[config.mk]
export PLATFORM = sky130hd
export DESIGN_NAME = dmem_arbiter
export DESIGN_NICKNAME = d
export VERILOG_FILES = /design/src/rtl/dmem_arbiter.sv
export SDC_FILE = /design/constraint.sdc
export NUM_CORES = 1
export LEC_CHECK = 0
export ABC_AREA = 1
export ABC_CLOCK_PERIOD_IN_PS = 1500
export CORE_ASPECT_RATIO = 1.25
export CORE_UTILIZATION = 35
export DETAILED_ROUTE_END_ITERATION = 12
export GPL_TIMING_DRIVEN = 1
export PLACE_DENSITY = 0.82
export SYNTH_ARGS = -nofsm -noshare
export SYNTH_HDL_FRONTEND = slang
export SYNTH_SLANG_ARGS = --single-unit
[constraint.sdc]
create_clock -name i_clk -period 1.5 [get_ports i_clk]
set_input_delay 0.225 -clock i_clk [delete_from_list [all_inputs] [get_ports i_clk]]
set_output_delay 0.225 -clock i_clk [all_outputs]
set_load 0.005 [all_outputs]
[src/rtl/dmem_arbiter.sv]
// dmem_arbiter: shares the single-ported data memory between two masters using round-robin with a hold cap.
// Define DMEM_ARB_FIXED_PRIO_EN to give master 0 fixed priority. That build has no rr_ptr or hold_cnt.
module dmem_arbiter #(
    parameter int DBITS     = 32,
    parameter int ADDR_BITS = 11,
    parameter int MAX_HOLD  = 4
) (
    input  logic                 i_clk,
    input  logic                 i_reset,
    input  logic                 i_m0_req,
    input  logic                 i_m0_we,
    input  logic [ADDR_BITS-1:0] i_m0_addr,
    input  logic [DBITS-1:0]     i_m0_wdata,
    input  logic                 i_m1_req,
    input  logic                 i_m1_we,
    input  logic [ADDR_BITS-1:0] i_m1_addr,
    input  logic [DBITS-1:0]     i_m1_wdata,
    output logic                 o_m0_gnt,
    output logic                 o_m1_gnt,
    output logic                 o_m0_rvalid,
    output logic                 o_m1_rvalid,
    output logic [DBITS-1:0]     o_m0_rdata,
    output logic [DBITS-1:0]     o_m1_rdata,
    output logic [ADDR_BITS-1:0] o_mem_addr,
    output logic [DBITS-1:0]     o_mem_wdata,
    output logic                 o_mem_we,
    input  logic [DBITS-1:0]     i_mem_rdata
);

    typedef enum logic [1:0] {ST_IDLE, ST_OWN0, ST_OWN1} state_t;

    state_t             r_state;
    logic               r_m0_rvalid;
    logic               r_m1_rvalid;
    logic [DBITS-1:0]   r_m0_rdata;
    logic [DBITS-1:0]   r_m1_rdata;
    logic               w_gnt0;
    logic               w_gnt1;

    // Grants follow the request combinationally so an owning master is served in the cycle it asks.
    assign w_gnt0 = (r_state == ST_OWN0) && i_m0_req;
    assign w_gnt1 = (r_state == ST_OWN1) && i_m1_req;

    assign o_m0_gnt    = w_gnt0;
    assign o_m1_gnt    = w_gnt1;
    assign o_m0_rvalid = r_m0_rvalid;
    assign o_m1_rvalid = r_m1_rvalid;
    assign o_m0_rdata  = r_m0_rdata;
    assign o_m1_rdata  = r_m1_rdata;

    always_comb begin
        o_mem_addr  = i_m0_addr;
        o_mem_wdata = i_m0_wdata;
        o_mem_we    = 1'b0;
        case (r_state)
            ST_OWN0: o_mem_we = i_m0_we && w_gnt0;
            ST_OWN1: begin
                o_mem_addr  = i_m1_addr;
                o_mem_wdata = i_m1_wdata;
                o_mem_we    = i_m1_we && w_gnt1;
            end
            default: o_mem_we = 1'b0;
        endcase
    end

    always_ff @(posedge i_clk) begin
        if (i_reset) begin
            r_m0_rvalid <= 1'b0;
            r_m1_rvalid <= 1'b0;
            r_m0_rdata  <= '0;
            r_m1_rdata  <= '0;
        end else begin
            r_m0_rvalid <= w_gnt0 && !i_m0_we;
            r_m1_rvalid <= w_gnt1 && !i_m1_we;
            if (w_gnt0 && !i_m0_we) r_m0_rdata <= i_mem_rdata;
            if (w_gnt1 && !i_m1_we) r_m1_rdata <= i_mem_rdata;
        end
    end

`ifdef DMEM_ARB_FIXED_PRIO_EN
    // Master 0 preempts master 1 at the next cycle boundary.
    always_ff @(posedge i_clk) begin
        if (i_reset) begin
            r_state <= ST_IDLE;
        end else begin
            case (r_state)
                ST_IDLE: begin
                    if (i_m0_req)      r_state <= ST_OWN0;
                    else if (i_m1_req) r_state <= ST_OWN1;
                end
                ST_OWN0: begin
                    if (!i_m0_req) r_state <= i_m1_req ? ST_OWN1 : ST_IDLE;
                end
                ST_OWN1: begin
                    if (i_m0_req)       r_state <= ST_OWN0;
                    else if (!i_m1_req) r_state <= ST_IDLE;
                end
                default: r_state <= ST_IDLE;
            endcase
        end
    end
`else
    localparam int             HCW       = $clog2(MAX_HOLD + 1);
    localparam logic [HCW-1:0] HOLD_LAST = HCW'(MAX_HOLD - 1);
    localparam logic [HCW-1:0] HOLD_SAT  = HCW'(MAX_HOLD);

    logic           r_rr_ptr;
    logic [HCW-1:0] r_hold_cnt;
    logic           w_cap0;
    logic           w_cap1;

    // At the cap the waiting master takes over on the very next cycle, with no idle cycle between owners.
    assign w_cap0 = w_gnt0 && (r_hold_cnt >= HOLD_LAST) && i_m1_req;
    assign w_cap1 = w_gnt1 && (r_hold_cnt >= HOLD_LAST) && i_m0_req;

    always_ff @(posedge i_clk) begin
        if (i_reset) begin
            r_state    <= ST_IDLE;
            r_rr_ptr   <= 1'b0;
            r_hold_cnt <= '0;
        end else begin
            case (r_state)
                ST_IDLE: begin
                    r_hold_cnt <= '0;
                    if (i_m0_req && i_m1_req) r_state <= r_rr_ptr ? ST_OWN1 : ST_OWN0;
                    else if (i_m0_req)        r_state <= ST_OWN0;
                    else if (i_m1_req)        r_state <= ST_OWN1;
                end
                ST_OWN0: begin
                    if (!i_m0_req || w_cap0) begin
                        r_state    <= i_m1_req ? ST_OWN1 : ST_IDLE;
                        r_rr_ptr   <= 1'b1;
                        r_hold_cnt <= '0;
                    end else if (r_hold_cnt < HOLD_SAT) begin
                        r_hold_cnt <= r_hold_cnt + 1'b1;
                    end
                end
                ST_OWN1: begin
                    if (!i_m1_req || w_cap1) begin
                        r_state    <= i_m0_req ? ST_OWN0 : ST_IDLE;
                        r_rr_ptr   <= 1'b0;
                        r_hold_cnt <= '0;
                    end else if (r_hold_cnt < HOLD_SAT) begin
                        r_hold_cnt <= r_hold_cnt + 1'b1;
                    end
                end
                default: begin
                    r_state    <= ST_IDLE;
                    r_hold_cnt <= '0;
                end
            endcase
        end
    end
`endif

endmodule

Word-level counts from Yosys, hierarchy flattened
Cells that the tools add are included.
W data, S select, Z words.

cells by class
  $add $sub $neg = 1
  magnitude comparators = 2
  equal/unequal tests = 5
  multiplexer cells = 19
  reduce and logical (&&, ||, !) cells = 21

operators by type and width
  operator               number
  $mux W32               1
  $mux W2                7
  $logic_and A1 B1 Y1    11
  $mux W11               1
  $mux W3                3
  $pmux W2 S3            1
  $pmux W3 S2            1
  $reduce_and A3 Y1      2
  $logic_not A1 Y1       4
  $ne A2 B1 Y1 const B   2
  $ne A4 B4 Y1 const B   1
  $pmux W1 S2            2
  $add A3 B1 Y3 const B  1
  $ge A3 B2 Y1 const B   1
  $lt A3 B3 Y1 const B   1
  $mux W1                3
  $eq A2 B1 Y1 const B   1
  $eq A2 B2 Y1 const B   1
  $logic_not A2 Y1       1
  $logic_or A1 B1 Y1     2
  $reduce_bool A2 Y1     1

storage, ports and cells
  register bits = 72
  output and inout port bits = 112

Depth between registers and ports, before layout
  depth after elaboration = 7
  depth in mapped cells = 10
  gate-level depth less buffers = 9

Worst setup path before layout
OpenSTA, ideal clock, no wires.

  path type = reg-to-output
  start = register r_state[0]
  end = output port o_mem_addr[0]
  data arrival time = 1125 ps
  required time = 1275 ps
  setup slack = 150 ps
  cell stages (with the launch flop) = 8
  buffers on the path = 2
  path through = dfxtp_1 > inv_1 > ha_1 > buf_6 > inv_2 > buf_2 > nand2_1 > nand2_1

between the ends
  cells in the longest elaborated chain, start to end = 2

RTL lines
  element                   RTL line  source
  start: declaration        32        state_t r_state;
  start signal: assignment  125       if (i_m0_req && i_m1_req) r_state <= r_rr_ptr ? ST_OWN1 : ST_OWN0;
  start signal: assignment  131       r_state <= i_m1_req ? ST_OWN1 : ST_IDLE;
  start signal: assignment  140       r_state <= i_m0_req ? ST_OWN0 : ST_IDLE;
  $eq A2 B2 Y1              55        case (r_state)
  $mux W11                  55
  end: declaration          24        output logic [ADDR_BITS-1:0] o_mem_addr,

No other way between the ends.

Worst setup path after layout
  start = register r_state[0]
  end = output port o_mem_addr[1]

Same word-level chain as after synthesis.

==> results.md <==
* Share of the synthesized area in the top cell type at 43.7%
* Clock transition at the registers of the reported paths at 0.05 ns
* Layout cells sized above 1 at between 30% and 40%
* Synth Warn # at 0
* P_int at 6.85 mW
* Critical path endpoint category: output pin
* Clk Latency, worst-skew pair at 0.33 ns
* Die Y at around 110 um
* Routed length per instance at 19.6 um
* Async SR Flop Fraction at 0%
* # placed instances at between 800 and 900
* CTS H-Tree Depth at 3
* Worst path slowest cell: dfxtp_2
* Post-Route WL at ~17000 um
* Syn nets at 614
* Fin crit period at 1.77 ns
* WS Path Type: reg2out
* EDFF count, synth at 0
* Final GP Congestion at 0.890
* VDD IR max at 0.00101 V
* Req. time, crit path at 1.27 ns
* CORE AREA at 9130 um^2
* Min-Delay Startpoint: o_m1_rdata[28]$_SDFFE_PP0P_
* Run status: finished, violations left
* Clk buf depth at 2
* GRT overflow at 0
* Crit path cell chain: inv_2 -> ha_4 -> inv_6 -> buf_12 -> buf_12 -> nand2_2 -> nand2_2 -> buf_6
* Worst setup SP type: flip-flop
* Cell count of the worst hold path at 2
* Hpwl dp at 9810 um
* R2R Path End: o_m0_rdata[2]$_SDFFE_PP0P_
* Slowest Stage Delay on Critical Path at 0.32 ns
* Sequential power share at 22.3%
* Drt first pass iters at 4
* Synth Flop Type: dfxtp_1
* Tcrit/Tclk final at 118%
* First-pass GRT wire length at 22600 um
* Worst hold path endpoint: o_m1_rdata[28]$_SDFFE_PP0P_
* Fin. Hold Viols at 0
* MaxCap Viol Count at 0
* Failing checks: negative setup slack
* Largest area contributor in the netlist: dfxtp_1
* Most common cell after layout, fill and taps aside: clkdlybuf4s50_1
* Post-DRT Antenna Nets at 0
* # rows at 39
* DR vias/cell at 5.12
* Net Sw Frac at 36.8%
* Reg2reg setup slack at -0.24 ns
* Starting Density at 36.1%
* Setup Skew at between 0.004 and 0.005 ns
* Residual DRC at 0
* Final worst setup slack at -0.270 ns
* Worst r2r path cells at 11
* Antenna violations before repair at 2
* Leakage at 3.19 nW
* Die ar. at 9810 um^2
* Diode count at 0
* Switching power at 3.99 mW
* Total track usage at 30.8%
* Finished Cell Area at 7410 um^2
* RSZ-0062 raised after global routing: true
* Iteration-0 DRC Markers at 141
* # IOs at approximately 240
* Mapped cell area at 3300 um^2
* Buf/Inv on CP at 5
* DP Area at 5860 um^2
* Synth unique cells at 25
* Commonest non-fill, non-tap cells in the layout: 188 x clkdlybuf4s50_1, 112 x nor2_1, 77 x nand2_1
* Yosys reg bits at 72
* # hold bufs at CTS at 0
* CTS tree: built
* Top cells by area, synth: dfxtp_1 44%, nand2_1 17%, nor2_1 15%
* Vias in the first global route at 4499
* Syn Inst Count at a little under 500
* Maximum clock frequency at roughly 560 MHz
* Pins over their slew limit at 0
* Nets at 892
* Worst reg2reg startpoint: r_state[0]$_SDFFE_PP0P_
* Clk network pwr share at 19.1%
* Area grow syn2layout at 125%
* Largest net degree at the start of global routing at 50
* Final setup viols at between 100 and 150
* Worst-Margin Slew at about 0.31 ns
* Clk sinks at 72
* Finished Layout Cells at 890
* CTS buffer count at 9
* CP top delay family: buffers and inverters
* Avg Inst Size Synth at 6.80 um^2
* Vias at 4557
* Root Driver: clkbuf_16
* Worst Hold Class: reg2reg
* IO buf count at roughly 240
* Crit path DAT at about 1.6 ns
* Register area share after synthesis at 43.7%
* Power, Total at between 10 and 15 mW
* Combinational power share at 58.6%
* Crit path max fanout at 7
* Normalized max-slew margin at 79.0%
* Pwr/cell area at 1460 nW/um^2
* Die W at 88.8 um
state kept, by name (all words and copies together) (netlist names):
register	cells
r_rr_ptr	1
r_hold_cnt	3
o_m0_rdata	32
o_m1_rvalid	1
r_state	2
o_m0_rvalid	1
o_m1_rdata	32
power groups by stage:
stage               clock, mW  combinational (mW)  sequential [mW]
floorplan                   0                1.61             2.37
finish                   2.07                6.36             2.41
detailed placement          0                4.17             2.36
global route             2.17                6.68             2.44
CTS                      2.08                5.35             2.36
global placement            0                4.10             2.35
tightest hold or removal path, cell delays in order (launching register included):
cell and delay (ns):
dfxtp_1 0.32, o21ai_1 0.08, nor2_1 0.07
cells in the mapped netlist, drive strengths merged (3+ instances only):
| cell | number |
|---|---|
| buf | 18 |
| clkbuf | 10 |
| dfxtp | 72 |
| ha | 5 |
| inv | 11 |
| nand2 | 154 |
| nand3 | 3 |
| nor2 | 143 |
| o21ai | 64 |
kinds of logic (layout without fill, tap and decap cells):
family,Yosys count,count (layout),synth area share [%]
buffers and inverters,39,321,7.17
multiplexers,1,1,0.304
AND/OR/NAND/NOR,301,301,36.5
AO/OA/AOI/OAI,66,66,10.1
flip-flops,72,72,43.7
adder cells (fa/ha/maj),5,5,1.90
XOR/XNOR,1,1,0.266
worst max-delay path by stage:
| stage | depth (start not counted) | startpoint | endpoint |
|---|---|---|---|
| CTS | 7 | r_state[1]$_SDFFE_PP0P_ | o_mem_wdata[20] |
| floorplan | 7 | r_state[0]$_SDFFE_PP0P_ | o_mem_addr[0] |
| finish | 8 | r_state[0]$_SDFFE_PP0P_ | o_mem_addr[1] |
| detailed placement | 6 | i_m1_req | o_mem_we |
| global route | 8 | r_state[0]$_SDFFE_PP0P_ | o_mem_addr[1] |
| global placement | 6 | i_m1_req | o_mem_we |
metal layers:
layer	GRT usage, %	vias to the layer above	share of wire [%]
li1	-	2080	-
met1	29.7	2139	34
met2	51.8	265	50
met3	14.8	69	12
met4	18.4	4	4.7
met5	0	-	0.14
layout make-up:
cell class	instances	area [um^2]
Tap cell	123	154
Sequential cell	72	1450
Fill cell	534	1710
Inverter	11	66.3
Multi-Input combinational cell	374	2330
Clock inverter	6	61.3
Timing Repair inverter	2	32.5
Clock buffer	9	225
Timing Repair Buffer	293	3090
through the flow:
step / setup WS, ns / util [%] / hold slack, ns / TNS, ns
after detailed placement: -0.393 / 64.2 / 0.485 / -15.54
after global placement: -0.391 / 64.2 / 0.476 / -13.10
after CTS: -0.243 / 72.8 / 0.494 / -16.47
after global routing: -0.311 / 81.2 / 0.513 / -23.04
final: -0.270 / 81.2 / 0.504 / -17.24
after floorplan: 0.150 / - / 0.297 / 0
timing repair:
| action | 4_1_cts | 5_1_grt |
|---|---|---|
| gates cloned | 8 | 7 |
| setup endpoints to repair | 51 | 115 |
| buffers inserted | 20 | 7 |
| gates resized for setup | 314 | 198 |
| pin swaps | 22 | 63 |
| endpoints found under the hold margin | 0 | 0 |
Power figures use the tool's default switching activity.
==> RTL edit 1: new RTL, same settings <==
Change the parameter `ADDR_BITS` from 11 to 12.
--- a/src/rtl/dmem_arbiter.sv
+++ b/src/rtl/dmem_arbiter.sv
@@ -2,7 +2,7 @@
 // Define DMEM_ARB_FIXED_PRIO_EN to give master 0 fixed priority. That build has no rr_ptr or hold_cnt.
 module dmem_arbiter #(
     parameter int DBITS     = 32,
-    parameter int ADDR_BITS = 11,
+    parameter int ADDR_BITS = 12,
     parameter int MAX_HOLD  = 4
 ) (
     input  logic                 i_clk,
Interface: changed (resized i_m0_addr, i_m1_addr and o_mem_addr); port bits go from 236 to 239. The function was not compared with the original's and may differ.
==> RTL edit 1 against the original RTL <==
  * Sequential cell count is the same
  * The flow still finishes with violations (setup timing)
  * Synthesized area grew 0.19%
  * Largest cell class unchanged
  * Routed wire length grew 5.6%
  * Clock power grew 12%
  * First-iteration DRC count grew 31%
  * Design area grew 3.2%
  * Sequential share of layout area shrank 0.62 points
  * Worst setup slack lost 130 ps
  * Power grew 7.3%
==> RTL edit 1: results (changes against the original RTL) <==
[finish]
regArea_um2=1450  ; about the same
nFillCells=488  ; was 534
num-nonclk-buffers=304  ; was 293
nets=908  ; was 892

[placed_design]
pre_cts_ws_ps=-388  ; was -393 ps

[route]
drtIter0Drc=185  ; was 141

[run_status]
violations=setup timing  ; unchanged
outcome=finished with violations  ; unchanged

[hold_path]
worstHoldEndpoint=o_m0_rdata[11]  ; was o_m1_rdata[28]

[sta]
holdWs_ps=508  ; was 504 ps
setup_ws_ps=-397  ; was -270 ps
setup_tns_ps=-22050  ; was -17240 ps
setup_viol=118  ; was 112

[critical_path]
worstPathArrival_ps=1670  ; was 1550 ps
rr_endpoint=o_m1_rdata[4]  ; was o_m0_rdata[2]
cp-endpoint=o_mem_wdata[8]  ; was o_mem_addr[1]

[power]
p_leak_nw=3.36  ; was 3.19 nW

[grt]
grt_use_total_pct=32.4  ; was 30.8%
grt_pass1_wl_um=23700  ; was 22600 um
grt_pass1_vias=4628  ; was 4499

[synthesis]
synthTopCellsByArea=dfxtp_1 44%, nand2_1 18%, nor2_1 15%, o21ai_0 8.2%, buf_6 3.4%  ; was dfxtp_1 44%, nand2_1 17%, nor2_1 15%, o21ai_0 8.3%, buf_6 3.4%
syn_area_per_cell_um2=6.77  ; was 6.80 um2
yosysSeqAreaShare_pct=43.6  ; was 43.7%
synth_xor_area_share_pct=0.265  ; was 0.266%

[floorplanning]
core_um2=9170  ; was 9130 um2

## RTL edit 1: where the power goes
part,internal (mW),total (mW),switching [mW]
logic,3.67,6.90,3.23
clock network,1.53,2.32,0.784
registers,2.20,2.42,0.216
total,7.41,11.6,4.23
## RTL edit 1: critical path, delay by kind of cell, from the launching register on
| kind | cells | cell delay [ps] |
|---|---|---|
| AND/OR/NAND/NOR | 2 | 120 |
| adder cells (fa/ha/maj) | 1 | 180 |
| flip-flops | 1 | 330 |
| buffers and inverters | 6 | 700 |
## RTL edit 1: routing by layer
layer / vias to the layer above / wire length, um / GRT usage (%)
met1: 2206 / 6380 / 34.8
li1: 2108 / - / -
met4: 0 / 774 / 15.9
met5: - / 0 / 0
met3: 71 / 1910 / 8.74
met2: 288 / 9310 / 56.8
## RTL edit 1: repair_timing
action                                  4_1_cts  5_1_grt
setup buffers                                25        8
endpoints found under the setup margin       89      120
gates cloned                                 11        4
pin swaps                                    38       56
resized for setup                           403      139
hold buffers                                  0        0
==> RTL edit 2: new RTL, same flow settings <==
Without the edit above. Re-encode `state_t` (3 states) as one-hot, 3 bits wide.
--- a/src/rtl/dmem_arbiter.sv
+++ b/src/rtl/dmem_arbiter.sv
@@ -27,7 +27,7 @@
     input  logic [DBITS-1:0]     i_mem_rdata
 );
 
-    typedef enum logic [1:0] {ST_IDLE, ST_OWN0, ST_OWN1} state_t;
+    typedef enum logic [2:0] {ST_IDLE = 3'b001, ST_OWN0 = 3'b010, ST_OWN1 = 3'b100} state_t;
 
     state_t             r_state;
     logic               r_m0_rvalid;
Check against the original RTL: same outputs for any inputs over 10 cycles, from zero or initial values and one cycle with i_reset high; not proved beyond that.
==> RTL edit 2 against the original RTL <==
  * The run still ends with setup timing left
  * Worst setup slack worse by 13 ps
  * Synthesized area up 3.3%
  * Via count up 5.2%
  * Design area down 1.2%
  * Sequential cell count up 1
  * Routed wire length up 1.6%
Power is not compared: it rests on default switching activity, and its combinational part moved more than twofold at a synthesized area within 25%.
==> RTL edit 2: results (changes against the original RTL) <==
[finish]
nFillCells=549  ; was 534
diodes=0  ; unchanged
nets=904  ; was 892
drive_above_1_share_pct=30.5  ; was 38.5%

[hold_path]
hp-class=in -> reg  ; was reg -> reg

[route]
vias=4795  ; was 4557
dr.max_layer_used=met4  ; was met5
drt-met1-wl_um=6020  ; was 5830 um
drtPass1Iterations=5  ; was 4
dr_wl_met2_um=8940  ; was 8660 um
routedWlPerCell_um=19.5  ; was 19.6 um
drtIter0Drc=316  ; was 141
routed-wl-met3_um=1750  ; was 2070 um

[critical_path]
cp_max_fo=5  ; was 7
max_stage_delay_ps=360  ; was 320 ps

[synthesis]
postSynth.asyncResetShare_pct=0  ; unchanged
ys_types=24  ; was 25
synth_nets=616  ; was 614
synthTopCellsByCount=204 x nand2_1, 73 x dfxtp_1, 71 x nand3_1  ; was 150 x nand2_1, 133 x nor2_1, 72 x dfxtp_1
yosysSeqAreaShare_pct=42.9  ; was 43.7%
synthTopCellsByArea=dfxtp_1 43%, nand2_1 22%, nand3_1 10%, a21oi_1 9.7%, buf_6 3.0%  ; was dfxtp_1 44%, nand2_1 17%, nor2_1 15%, o21ai_0 8.3%, buf_6 3.4%

[run_status]
outcome=finished with violations  ; unchanged
violations=setup timing  ; unchanged

[grt]
use_met2_pct=57.7  ; was 51.8%
grt_pass1_wl_um=25100  ; was 22600 um
met3_usage_pct=11.9  ; was 14.8%
met1_usage_pct=31.7  ; was 29.7%
antenna_found_initial=0  ; was 2
grt_use_total_pct=32.0  ; was 30.8%
grt_max_degree=35  ; was 50
grt_pass1_vias=4722  ; was 4499

[clock_network]
htreeDepth=3  ; unchanged
cts_buffers=9  ; unchanged
cts_hold_buf=0  ; unchanged
clockRootBuffer=clkbuf_16  ; unchanged
clock_latency_ps=340

[sta]
worstMarginPinSlew_ps=429  ; was 315 ps
setup_ws_ps=-283  ; was -270 ps
finClkSkew_ps=6.25  ; was 4.50 ps
setup_viol=115  ; was 112
setup_tns_ps=-16280  ; was -17240 ps

[power]
power_sequential_mw=2.06
p_leak_nw=2.98
vdd_drop_max_mv=0.862

[placed_design]
dp_hpwl_um=10300  ; was 9810 um
gp_congestion=0.959  ; was 0.890
placed_area_um2=6040  ; was 5860 um2
port_buffers=235  ; unchanged
pre_cts_ws_ps=-376  ; was -393 ps

## RTL edit 2: worst paths after layout
kind / start / end / cells past startpoint / slack, ps
worst max-delay path: r_state[1] / o_mem_wdata[14] / 10 / -280
worst max register to register: r_state[0] / o_m1_rdata[29] / 11 / -210
worst min register to register: o_m0_rdata[10] / o_m0_rdata[10] / 2 / 460
worst min-delay path: i_reset / o_m1_rdata[2] / 2 / 290
## RTL edit 2: stage by stage
| stage | power, mW | cells |
|---|---|---|
| floorplan | 2.71 | 491 |
| global placement | 3.76 | 848 |
| detailed placement | 3.79 | 848 |
| CTS | 6.44 | 890 |
| global route | 6.91 | 906 |
| finish | 6.66 | 906 |
## RTL edit 2: cells by family after synthesis
| kind of cell | after synthesis | share of synthesized area [%] |
|---|---|---|
| xor gates and xnor gates | 1 | 0.257 |
| buffers and inverters | 47 | 7.83 |
| and+or+nand+nor | 298 | 37.7 |
| adders and majority gates | 1 | 0.367 |
| muxes | 1 | 0.294 |
| DFF | 73 | 42.9 |
| AOI/OAI and AO/OA | 70 | 10.6 |
## RTL edit 2: final cells by class
type,count,area [um2],share of cell area [%]
clock buffer,11,243,3.32
clock inverter,4,76.3,1.04
inverter,12,53.8,0.735
multi-input combinational,375,2060,28.2
sequential,73,1470,20.1
tap,123,154,2.10
timing repair buffer,308,3260,44.6
## RTL edit 2: critical path, delay by kind of cell, from the launching register on
family | cells | cell delay [ps]
buf+inv | 6 | 620
flops | 1 | 360
simple gates | 4 | 230
## RTL edit 2: timing repair
| action | in CTS | in global routing |
|---|---|---|
| gates resized for setup | 287 | 65 |
| pin swaps | 26 | 14 |
| setup endpoints to repair | 89 | 117 |
| buffers inserted | 20 | 13 |
| gates cloned | 10 | 5 |
